File: src/rtl/arbiter_rr_n_pkt_if.sv
// Requester/consumer channel bundle for arbiter_rr_n_pkt.
// slave = arbiter side, master = requesters plus downstream consumer.
interface arbiter_rr_n_pkt_if #(
    parameter int DWIDTH = 16,
    parameter int N      = 4
);
    localparam int IDXW = $clog2(N);

    logic              in_valid [N-1:0];
    logic [DWIDTH-1:0] in_data  [N-1:0];
    logic              in_last  [N-1:0];
    logic              in_ready [N-1:0];

    logic              out_valid;
    logic [DWIDTH-1:0] out_data;
    logic              out_last;
    logic [IDXW-1:0]   out_src;
    logic              out_ready;

    modport slave (
        input  in_valid, in_data, in_last, out_ready,
        output in_ready, out_valid, out_data, out_last, out_src
    );

    modport master (
        output in_valid, in_data, in_last, out_ready,
        input  in_ready, out_valid, out_data, out_last, out_src
    );
endinterface

File: src/rtl/arbiter_rr_n_pkt.sv
// Packet-locked N-way round-robin arbiter with registered output.
// Define ARBITER_RR_SKID_EN for a two-entry skid output (no out_ready->in_ready path).
module arbiter_rr_n_pkt #(
    parameter  int DWIDTH = 16,
    parameter  int N      = 4,
    localparam int IDXW   = $clog2(N)
) (
    input  logic              clk,
    input  logic              reset,
    arbiter_rr_n_pkt_if.slave bus
);
    typedef enum logic {IDLE = 1'b0, LOCKED = 1'b1} state_t;

    typedef struct packed {
        logic [DWIDTH-1:0] data;
        logic              last;
        logic [IDXW-1:0]   src;
    } beat_t;

    state_t          state, state_nxt;
    logic [IDXW-1:0] last_grant, lock_idx, grant, scan_idx;
    logic            grant_vld, accept_ok, hs;
    beat_t           in_beat, out_beat;
    logic            out_vld;

    // State register and priority/lock bookkeeping
    always_ff @(posedge clk or posedge reset) begin
        if (reset) begin
            state      <= IDLE;
            last_grant <= IDXW'(N - 1);
            lock_idx   <= '0;
        end else begin
            state <= state_nxt;
            if (hs && in_beat.last)
                last_grant <= grant;
            if (hs && !in_beat.last && state == IDLE)
                lock_idx <= grant;
        end
    end

    always_comb begin
        state_nxt = state;
        if (hs)
            state_nxt = in_beat.last ? IDLE : LOCKED;
    end

    // Scan far-to-near so the requester closest after last_grant wins
    always_comb begin
        grant     = lock_idx;
        grant_vld = 1'b0;
        scan_idx  = '0;
        if (state == LOCKED) begin
            grant_vld = 1'b1;
        end else begin
            for (int k = N; k >= 1; k--) begin
                scan_idx = IDXW'((int'(last_grant) + k) % N);
                if (bus.in_valid[scan_idx]) begin
                    grant     = scan_idx;
                    grant_vld = 1'b1;
                end
            end
        end
    end

    assign hs      = grant_vld && bus.in_valid[grant] && accept_ok && !reset;
    assign in_beat = '{data: bus.in_data[grant], last: bus.in_last[grant], src: grant};

    for (genvar i = 0; i < N; i++) begin : g_rdy
        assign bus.in_ready[i] = grant_vld && (grant == IDXW'(i)) && accept_ok && !reset;
    end

`ifdef ARBITER_RR_SKID_EN
    beat_t skid_beat;
    logic  skid_vld;

    assign accept_ok = !skid_vld;

    // A beat accepted while the output is stalled parks in the skid entry
    always_ff @(posedge clk or posedge reset) begin
        if (reset) begin
            out_vld   <= 1'b0;
            out_beat  <= '0;
            skid_vld  <= 1'b0;
            skid_beat <= '0;
        end else if (skid_vld) begin
            if (bus.out_ready) begin
                out_beat <= skid_beat;
                skid_vld <= 1'b0;
            end
        end else if (hs) begin
            if (out_vld && !bus.out_ready) begin
                skid_beat <= in_beat;
                skid_vld  <= 1'b1;
            end else begin
                out_beat <= in_beat;
                out_vld  <= 1'b1;
            end
        end else if (bus.out_ready) begin
            out_vld <= 1'b0;
        end
    end
`else
    assign accept_ok = !out_vld || bus.out_ready;

    always_ff @(posedge clk or posedge reset) begin
        if (reset) begin
            out_vld  <= 1'b0;
            out_beat <= '0;
        end else if (hs) begin
            out_beat <= in_beat;
            out_vld  <= 1'b1;
        end else if (bus.out_ready) begin
            out_vld <= 1'b0;
        end
    end
`endif

    assign bus.out_valid = out_vld;
    assign bus.out_data  = out_beat.data;
    assign bus.out_last  = out_beat.last;
    assign bus.out_src   = out_beat.src;
endmodule

File: src/flat_wrapper.sv
// flat-port wrapper written by rule: the top's interface ports become plain ports
module arbiter_rr_n_pkt_flat 
#(
    parameter  int DWIDTH = 16,
    parameter  int N      = 4,
    localparam int IDXW   = $clog2(N)
)
  (clk, reset, bus_in_valid, bus_in_data, bus_in_last, bus_out_ready, bus_in_ready, bus_out_valid, bus_out_data, bus_out_last, bus_out_src);
  arbiter_rr_n_pkt_if #(.DWIDTH(DWIDTH), .N(N)) bus_i ();
  input  logic clk;
  input  logic reset;
  input wire logic [$bits(bus_i.in_valid)-1:0] bus_in_valid;
  input wire logic [$bits(bus_i.in_data)-1:0] bus_in_data;
  input wire logic [$bits(bus_i.in_last)-1:0] bus_in_last;
  input wire logic [$bits(bus_i.out_ready)-1:0] bus_out_ready;
  output wire logic [$bits(bus_i.in_ready)-1:0] bus_in_ready;
  output wire logic [$bits(bus_i.out_valid)-1:0] bus_out_valid;
  output wire logic [$bits(bus_i.out_data)-1:0] bus_out_data;
  output wire logic [$bits(bus_i.out_last)-1:0] bus_out_last;
  output wire logic [$bits(bus_i.out_src)-1:0] bus_out_src;
  assign bus_i.in_valid = {>>{bus_in_valid}};
  assign bus_i.in_data = {>>{bus_in_data}};
  assign bus_i.in_last = {>>{bus_in_last}};
  assign bus_i.out_ready = bus_out_ready;
  assign bus_in_ready = {>>{bus_i.in_ready}};
  assign bus_out_valid = bus_i.out_valid;
  assign bus_out_data = bus_i.out_data;
  assign bus_out_last = bus_i.out_last;
  assign bus_out_src = bus_i.out_src;
  arbiter_rr_n_pkt #(.DWIDTH(DWIDTH), .N(N)) u_core (.clk(clk), .reset(reset), .bus(bus_i));
endmodule
File: config.mk
export PLATFORM = sky130hd
export DESIGN_NAME = arbiter_rr_n_pkt_flat
export DESIGN_NICKNAME = d
export VERILOG_FILES = /design/src/rtl/arbiter_rr_n_pkt_if.sv /design/src/rtl/arbiter_rr_n_pkt.sv /design/src/flat_wrapper.sv
export SDC_FILE = /design/constraint.sdc
export NUM_CORES = 1
export LEC_CHECK = 0
export BUFFER_PORTS_ARGS = -buffer_cell sky130_fd_sc_hd__buf_4
export CORE_MARGIN = 2
export CORE_UTILIZATION = 47
export CTS_BUF_LIST = sky130_fd_sc_hd__clkbuf_8
export DETAILED_ROUTE_END_ITERATION = 8
export MAX_ROUTING_LAYER = met4
export PLACE_DENSITY_LB_ADDON = 0.08
export SLEW_MARGIN = 0
export SYNTH_ARGS = -nofsm -noshare
export SYNTH_HDL_FRONTEND = slang
export SYNTH_SLANG_ARGS = --single-unit
File: constraint.sdc
create_clock -name clk -period 2.7 [get_ports clk]
set_input_delay 0.54 -clock clk [delete_from_list [all_inputs] [get_ports clk]]
set_output_delay 0.54 -clock clk [all_outputs]
set_load 0.03 [all_outputs]
Word-level counts from Yosys, hierarchy flattened:

Cells that the tools add are included.

* register bits: 25
* bits of input ports: 75
* output and inout bits: 24
* logic and storage cells: 71

* add/subtract/negate cells: 4
* magnitude comparators: 5
* eq/ne operators: 3
* muxes and demuxes: 27
* bitwise logic cells: 1
* reductions and logical operators: 24

Operators with widths (number)
* $bmux W16 S2: 1
* $logic_and A1 B1 Y1: 18
* $mux W16: 1
* $lt A2 B3 Y1 const B: 5
* $mux W1: 14
* $bmux W1 S2: 6
* $mux W2: 5
* $add A2 B1 Y2 const B: 2
* $add A2 B2 Y2 const B: 2
* $eq A2 B2 Y1 const B: 2
* $logic_not A1 Y1: 3
* $eq A2 B1 Y1 const B: 1
* $logic_not A2 Y1: 1
* $reduce_bool A2 Y1: 1
* $logic_or A1 B1 Y1: 1
* $not A1 Y1: 1

Longest topological paths before layout:

Gate-level depths: netlist of the first run.

* depth in word-level cells: 15
* gate-level depth with buffers: 10
* mapped depth without buffers: 7

Worst setup path after synthesis of the first run:

OpenSTA, ideal clock, no wires.

* path kind: reg2out
* from: register u_core.last_grant[0]
* to: output bus_in_ready[2]
* arrival time: 2358 ps
* data required time: 2160 ps
* path slack: -198 ps
* cell stages (with the launch flop): 9
* path buffers: 3
* path through: dfstp_2 > buf_2 > mux2i_1 > o21ai_0 > a211oi_1 > a211oi_2 > buf_4 > buf_2 > nor3_1

* cells in the longest elaborated chain, start to end: 12

RTL lines
* start: declaration: line arbiter_rr_n_pkt.sv:21 `logic [IDXW-1:0] last_grant, lock_idx, grant, scan_idx;`
* start signal: assignment: line arbiter_rr_n_pkt.sv:30 `last_grant <= IDXW'(N - 1);`
* start signal: assignment: line arbiter_rr_n_pkt.sv:35 `last_grant <= grant;`
* $add A2 B1 Y2: line arbiter_rr_n_pkt.sv:56 `scan_idx = IDXW'((int'(last_grant) + k) % N);`
* $bmux W1 S2: line arbiter_rr_n_pkt.sv:57 `if (bus.in_valid[scan_idx]) begin`
* $mux W1 (implied by the code): line arbiter_rr_n_pkt.sv:57
* $mux W2 (4 in a row): line arbiter_rr_n_pkt.sv:57
* $mux W2: line arbiter_rr_n_pkt.sv:52 `if (state == LOCKED) begin`
* $eq A2 B2 Y1: line arbiter_rr_n_pkt.sv:69 `assign bus.in_ready[i] = grant_vld && (grant == IDXW'(i)) && accept_ok && !reset;`
* $logic_and A1 B1 Y1 * (3 in a row): line arbiter_rr_n_pkt.sv:69
* end: declaration: line flat_wrapper.sv:16 `output wire logic [$bits(bus_i.in_ready)-1:0] bus_in_ready;`

Mark *: on every way between the ends. The rest lies on a longest branch, timed or not. The select of a mux whose other input is x is not followed.

Worst setup path in the final report of the first run:

* from: register u_core.last_grant[0]
* to: output bus_in_ready[0]

* cells in the longest elaborated chain, start to end: 12

RTL lines (line)
* $add A2 B1 Y2: arbiter_rr_n_pkt.sv:56
* $bmux W1 S2: arbiter_rr_n_pkt.sv:57
* $mux W1 (implied by the code): arbiter_rr_n_pkt.sv:57
* $mux W2 (4 in a row): arbiter_rr_n_pkt.sv:57
* $mux W2: arbiter_rr_n_pkt.sv:52
* $logic_not A2 Y1: arbiter_rr_n_pkt.sv:69
* $logic_and A1 B1 Y1 * (3 in a row): arbiter_rr_n_pkt.sv:69

Marks and branches as above.

==> results_dict.tcl, run 1 <==
set metrics [dict create \
    ys_types 40 \
    synth.cell_area_mm2 0.00191 \
    p_total_mw 3.84 \
    critPathKind "reg2out" \
    final-hold-violation-count 0 \
    violations "negative setup slack" \
    dp_hpwl_um 3650 \
    synthToLayoutAreaGrowth_pct 49.6 \
    fin_ws_ps -115 \
    drc 0 \
    yosys_warnings 0 \
    finalWeightedCongestion 0.940 \
    critPathRequiredTime_ps 2160 \
    wl_per_cell_um 15.4 \
    cts_buffer_depth 2 \
    synthArstFlopShare_pct 100 \
    fin_nets 361 \
    syn_avg_cell_area_um2 10.4 \
    fin_crit_ps 2820 \
    netlist_instances 184 \
    timing.fmax_ghz 0.355 \
    hp-class "in2async" \
    place_area_mm2 0.00269 \
    route.vias.total 1805 \
    synth.area.top_cells "dfrtp_1 30%, mux2i_1 13%, mux2_2 7.1%, a211oi_1 6.7%, mux2_4 5.5%" \
    cts.htree.levels 1 \
    vias_per_cell 5.39 \
    power.density_mw_per_mm2 1340 \
    tightest_slew_ps 928 \
    overflow 0 \
    slew-limit-headroom_pct 38.0 \
    finalHoldWorstSlack_ps 490 \
    coreArea_mm2 0.00394 \
    dieHeight_um 67.8 \
    synth_common_cells "25 x mux2i_1, 23 x dfrtp_1, 19 x a21oi_1" \
    r2r_end "u_core.last_grant[1]" \
    ys_ff_latch 25 \
    finalNonFillerCells 335 \
    rrSetupSlack_ps -80 \
    first_iter_violations 49 \
    utilization_pct 72.5 \
    place_inst 326 \
    route.final.wire_length_um 5150 \
    cts_tree "done" \
    startpoint_type "flop" \
    drive_gt1_share_pct 54.7 \
    p_leak_nw 1.37 \
    cts_root_buffer "clkbuf_8" \
    clock_latency_ps 270 \
    synth-main-ff-cell "dfrtp_1" \
    dp_slack_ps -70.7 \
    drt_pass1_iterations 5 \
    rsz0062_at_grt "yes" \
    drv_slew 0 \
    yosysMostFrequentCell "mux2i_1" \
    ant_nets 0 \
    tns_ps -384 \
    netlist.area_leader.share_pct 30.1 \
    yosysTopAreaCell "dfrtp_1" \
    initial_core_util_pct 48.5 \
    antenna_found_initial 0 \
    diodes 0 \
    rows 23 \
    die_area_mm2 0.00459 \
    clock_sinks 25 \
    r2r-start "u_core.last_grant[0]" \
    finalClockSkew_ps 2.68 \
    final_cell_area_mm2 0.00286 \
    grt.total_usage_pct 21.9 \
    endpoint_kind "output pin" \
    io_buffers 98 \
    ios 99 \
    worstPathArrival_ps 2280 \
    status "finished, violations left" \
    dieWidth_um 67.8 \
    ir_drop_mv 1.12 \
    clkSlewWorstSetupHoldPaths_ps 90 \
    synth_nets 259 \
    setup_viol 5 \
    path_max_fanout 5 \
    grt_pass1_vias 1637 \
    synth_seq_area_share_pct 32.9 \
    synth_edf_count 0 \
    grt_pass1_wl_um 7380 \
    r2r_cells 9 \
    grt_max_degree 27 \
    cts_buffers 3 \
    min_period_over_period_pct 104 \
    drv_cap 0 \
]
## placed cells by master (no fill, tap or decap), drive strengths merged, types with 2 or more instances in the layout
cell	count
nand2	3
a21oi	19
a22oi	2
mux2	22
buf	112
clkbuf	3
inv	8
and3	2
mux2i	25
o21ai	2
and2b	3
or3	2
o22ai	2
nor3	4
a211oi	19
nor2	4
dfrtp	23
dfstp	2
nor2b	14
## logic make-up after synthesis
| family | after synthesis | share of synthesized area (%) |
|---|---|---|
| AND/OR/NAND/NOR | 37 | 11.3 |
| buffers and inverters | 23 | 8.05 |
| flip-flops | 25 | 32.9 |
| multiplexers | 47 | 27.4 |
| XOR/XNOR | 1 | 0.852 |
| AO/OA/AOI/OAI | 51 | 19.5 |
## worst max-delay path by stage
stage / startpoint / cells after the start / slack [ps] / endpoint
detailed placement: bus_in_valid[1] / 11 / -70 / u_core.last_grant[1]
finish: u_core.last_grant[0] / 7 / -120 / bus_in_ready[0]
global placement: bus_in_valid[1] / 11 / -70 / u_core.last_grant[1]
floorplan: u_core.last_grant[0] / 8 / -200 / bus_in_ready[2]
global route: u_core.last_grant[0] / 9 / -210 / u_core.last_grant[1]
CTS: u_core.last_grant[1] / 9 / -20 / bus_in_ready[2]
## layer usage
metal	wire [um]	GRT usage [%]	vias up
li1	-	-	883
met1	2160	26.3	850
met2	2570	37.5	65
met3	368	4.33	7
met4	57	5.36	0
met5	0	-	-
## final cells by class
class	instances	area, um2
multi-input cells	136	1200
fillers	314	1080
repair buffers	112	892
flip-flops and latches	25	628
well taps	50	62.6
clock buffers	3	41.3
inverters	8	30.0
clock inverters	1	5.00
## sequential cells by signal, indices dropped and copies added (netlist names)
signal / flops
u_core.state: 1
u_core.lock_idx: 2
u_core.last_grant: 2
u_core.bus.out_valid: 1
u_core.bus.out_src: 2
u_core.bus.out_data: 16
u_core.bus.out_last: 1
## where the power goes
| part | leakage (nW) | total [mW] | internal, mW | switching [mW] |
|---|---|---|---|---|
| clock | 0.0255 | 0.223 | 0.103 | 0.120 |
| combinational | 1.06 | 2.87 | 1.37 | 1.50 |
| sequential | 0.289 | 0.745 | 0.589 | 0.157 |
## worst max-delay path, stage by stage (launching register included)
cell	delay, ps
dfstp_2	630
mux2i_1	110
o21ai_0	310
a211oi_2	160
a211oi_4	370
nand2_2	140
nor2_2	150
buf_6	140
## what timing repair did
item | CTS | global route
setup endpoints to repair | 4 | 12
buffers inserted | 3 | 3
hold endpoints to repair | 0 | 0
gates resized for setup | 5 | 14
hold buffers | 0 | 0
pin swaps | 2 | 6
No activity file was read; power rests on OpenSTA's default activity.
==> inputs of run 2 (changes only) <==
- ABC_AREA: not set -> 1
- CTS_CLUSTER_DIAMETER: not set -> 100
- SETUP_SLACK_MARGIN: not set -> 0.4
==> run 2 against run 1 <==
  * The run still ends with negative setup slack left
  * Clock skew is 1.6 ps higher
  * Utilization is 10 points higher
  * Synthesized cell count is 53% higher
  * Cell count is 36% higher
  * Critical path type unchanged
  * Clock power hardly changed
  * Cell area is 15% higher
  * Worst hold slack worse by 56 ps
  * Power is 28% higher
  * Die area is 0.50% higher
  * Area after synthesis is 0.52% higher
==> results_dict.tcl, run 2 <==
set metrics [dict create \
    first_iter_violations 202 \
    ir_drop_mv 0.881 \
    critPathRequiredTime_ps 2160 \
    critPathKind "reg2out" \
    tightest_slew_ps 923 \
    clock_latency_ps 270 \
    timing.fmax_ghz 0.349 \
    dieWidth_um 67.9 \
    ant_nets 0 \
    clock_sinks 25 \
    synth_common_cells "98 x nand2_1, 45 x nand3_1, 23 x dfrtp_1" \
    clkSlewWorstSetupHoldPaths_ps 90 \
    ios 99 \
    most-common-layout-cells "116 x buf_4, 81 x nand2_1, 41 x nand3_1" \
    rsz0062_at_grt "yes" \
    drt_pass1_iterations 5 \
    synth.cell_area_mm2 0.00192 \
    synth_edf_count 0 \
    largest_reg_flops 16 \
    min_period_over_period_pct 106 \
    cts_buffers 3 \
    drc 0 \
    grt_max_degree 26 \
    overflow 0 \
    cts_tree "done" \
    route.vias.total 2485 \
    netlist_instances 281 \
    coreArea_mm2 0.00397 \
    route.final.wire_length_um 6920 \
    diodes 0 \
    slew-limit-headroom_pct 38.4 \
    ys_ff_latch 25 \
    wl_per_cell_um 15.2 \
    grt_pass1_wl_um 9870 \
    netlist.area_leader.share_pct 30.0 \
    setup_viol 17 \
    p_clk_share_pct 4.5 \
    utilization_pct 82.8 \
    synth-main-ff-cell "dfrtp_1" \
    vias_per_cell 5.45 \
    finalWeightedCongestion 0.894 \
    antenna_found_initial 0 \
    rows 23 \
    yosys_warnings 0 \
    synthToLayoutAreaGrowth_pct 71.3 \
    yosysTopAreaCell "dfrtp_1" \
    cts_hold_buf 0 \
    drv_slew 0 \
    startpoint_type "flop" \
    synth_seq_area_share_pct 32.7 \
    final_common_cell "buf_4" \
    violations "negative setup slack" \
    finalClockSkew_ps 4.30 \
    cts.htree.levels 1 \
    yosysMostFrequentCell "nand2_1" \
    dp_hpwl_um 4390 \
    synth_nets 356 \
    power.density_mw_per_mm2 1500 \
    drive_gt1_share_pct 54.2 \
    seqPwrFrac_pct 14.3 \
    cts_root_buffer "clkbuf_8" \
    grt.total_usage_pct 29.2 \
    dp_slack_ps -81.5 \
    drv_cap 0 \
    cts_buffer_depth 2 \
    die_area_mm2 0.00461 \
    synthArstFlopShare_pct 100 \
    initial_core_util_pct 48.4 \
    fin_nets 482 \
    path_max_fanout 5 \
    swShare_pct 52.9 \
    syn_avg_cell_area_um2 6.83 \
    dieHeight_um 67.9 \
    fin_crit_ps 2860 \
    io_buffers 98 \
    hp-class "in2reg" \
    share_comb_of_total_power_pct 81.2 \
    grt_pass1_vias 2161 \
    synth.area.top_cells "dfrtp_1 30%, nand2_1 19%, nand3_1 12%, o21ai_2 7.3%, nand2_2 5.9%" \
    status "finished, violations left" \
    ys_types 28 \
    endpoint_kind "output pin" \
    intPower_mw 2.32 \
    p_leak_nw 1.71 \
    final-hold-violation-count 0 \
    p_switching_mw 2.60 \
    worstPathArrival_ps 2320 \
    fin_ws_ps -164 \
]
## run 2: cell count changes in the layout (fill, tap and decap cells not counted), sizes merged, moves of 3 or more
cell	previous run	this run
a211oi	19	0
and2b	3	0
buf	112	131
inv	8	21
mux2	22	0
mux2i	25	0
nand2	3	117
nand3	1	46
nand4	1	5
nor2b	14	0
o21ai	2	21
## run 2: cell families (layout without fill, tap and decap cells)
| kind of cell | after synthesis | count (layout) | synth area share [%] |
|---|---|---|---|
| compound gates | 43 | 43 | 14.5 |
| simple gates | 179 | 180 | 43.6 |
| buf+inv | 34 | 158 | 9.25 |
| flops | 25 | 25 | 32.7 |
## run 2: worst paths after layout
path	slack, ps	to	start	cells past startpoint
max	-160	bus_in_ready[2]	u_core.last_grant[0]	10
min	430	u_core.bus.out_valid	bus_out_ready	2
max reg2reg	-110	u_core.bus.out_data[7]	u_core.last_grant[0]	21
min reg2reg	490	u_core.bus.out_last	u_core.bus.out_last	2
max in group asynchronous	1570	u_core.last_grant[0]	reset	3
min in group asynchronous	480	u_core.bus.out_data[0]	reset	2
## run 2: layout make-up
cell class / count / area, um2
Timing Repair Buffer: 132 / 1110
Tap cell: 50 / 62.6
Multi-Input combinational cell: 223 / 1320
Fill cell: 258 / 682
Clock inverter: 1 / 3.75
Clock buffer: 3 / 41.3
Sequential cell: 25 / 628
Timing Repair inverter: 1 / 6.26
Inverter: 21 / 116
## run 2: layer usage
layer / global-route usage, % / wire, um
met1: 35.0 / 2620
met2: 49.2 / 3570
met4: 8.75 / 250
met3: 6.41 / 480
met5: - / 0
## run 2: power groups by stage
| stage | Combinational [mW] | Clock (mW) | Sequential, mW |
|---|---|---|---|
| 2_1_floorplan | 2.00 | 0 | 0.933 |
| 3_3_place_gp | 2.94 | 0 | 0.680 |
| 3_5_place_dp | 3.00 | 0 | 0.689 |
| 4_1_cts | 3.68 | 0.219 | 0.692 |
| 5_1_grt | 4.31 | 0.237 | 0.721 |
| 6_report | 3.99 | 0.222 | 0.704 |
## run 2: metrics by stage
step	setup TNS (ps)	hold slack (ps)	total power, mW	instances	instance area (um2)
after global routing	-5330	446	5.27	456	3290
after CTS	-114	444	4.59	451	3170
after global placement	0	457	3.62	430	2790
final	-1490	434	4.92	456	3290
after detailed placement	-177	461	3.69	430	2790
after floorplan	0	442	2.93	281	1980
## run 2: critical path: stages (launching register included)
cell	delay, ps
dfstp_2	600
buf_6	140
nand2_1	60
o21ai_0	120
nand2_1	150
nand2_2	140
nor4_4	70
nor3_2	200
bufinv_8	250
nor3_4	160
buf_6	160
## run 2: timing repair
item | 4_1_cts | 5_1_grt
cloned | 3 | 1
gates resized for setup | 45 | 18
endpoints found under the hold margin | 0 | 0
pin swaps | 6 | 12
buffers inserted | 14 | 4
endpoints found under the setup margin | 29 | 29
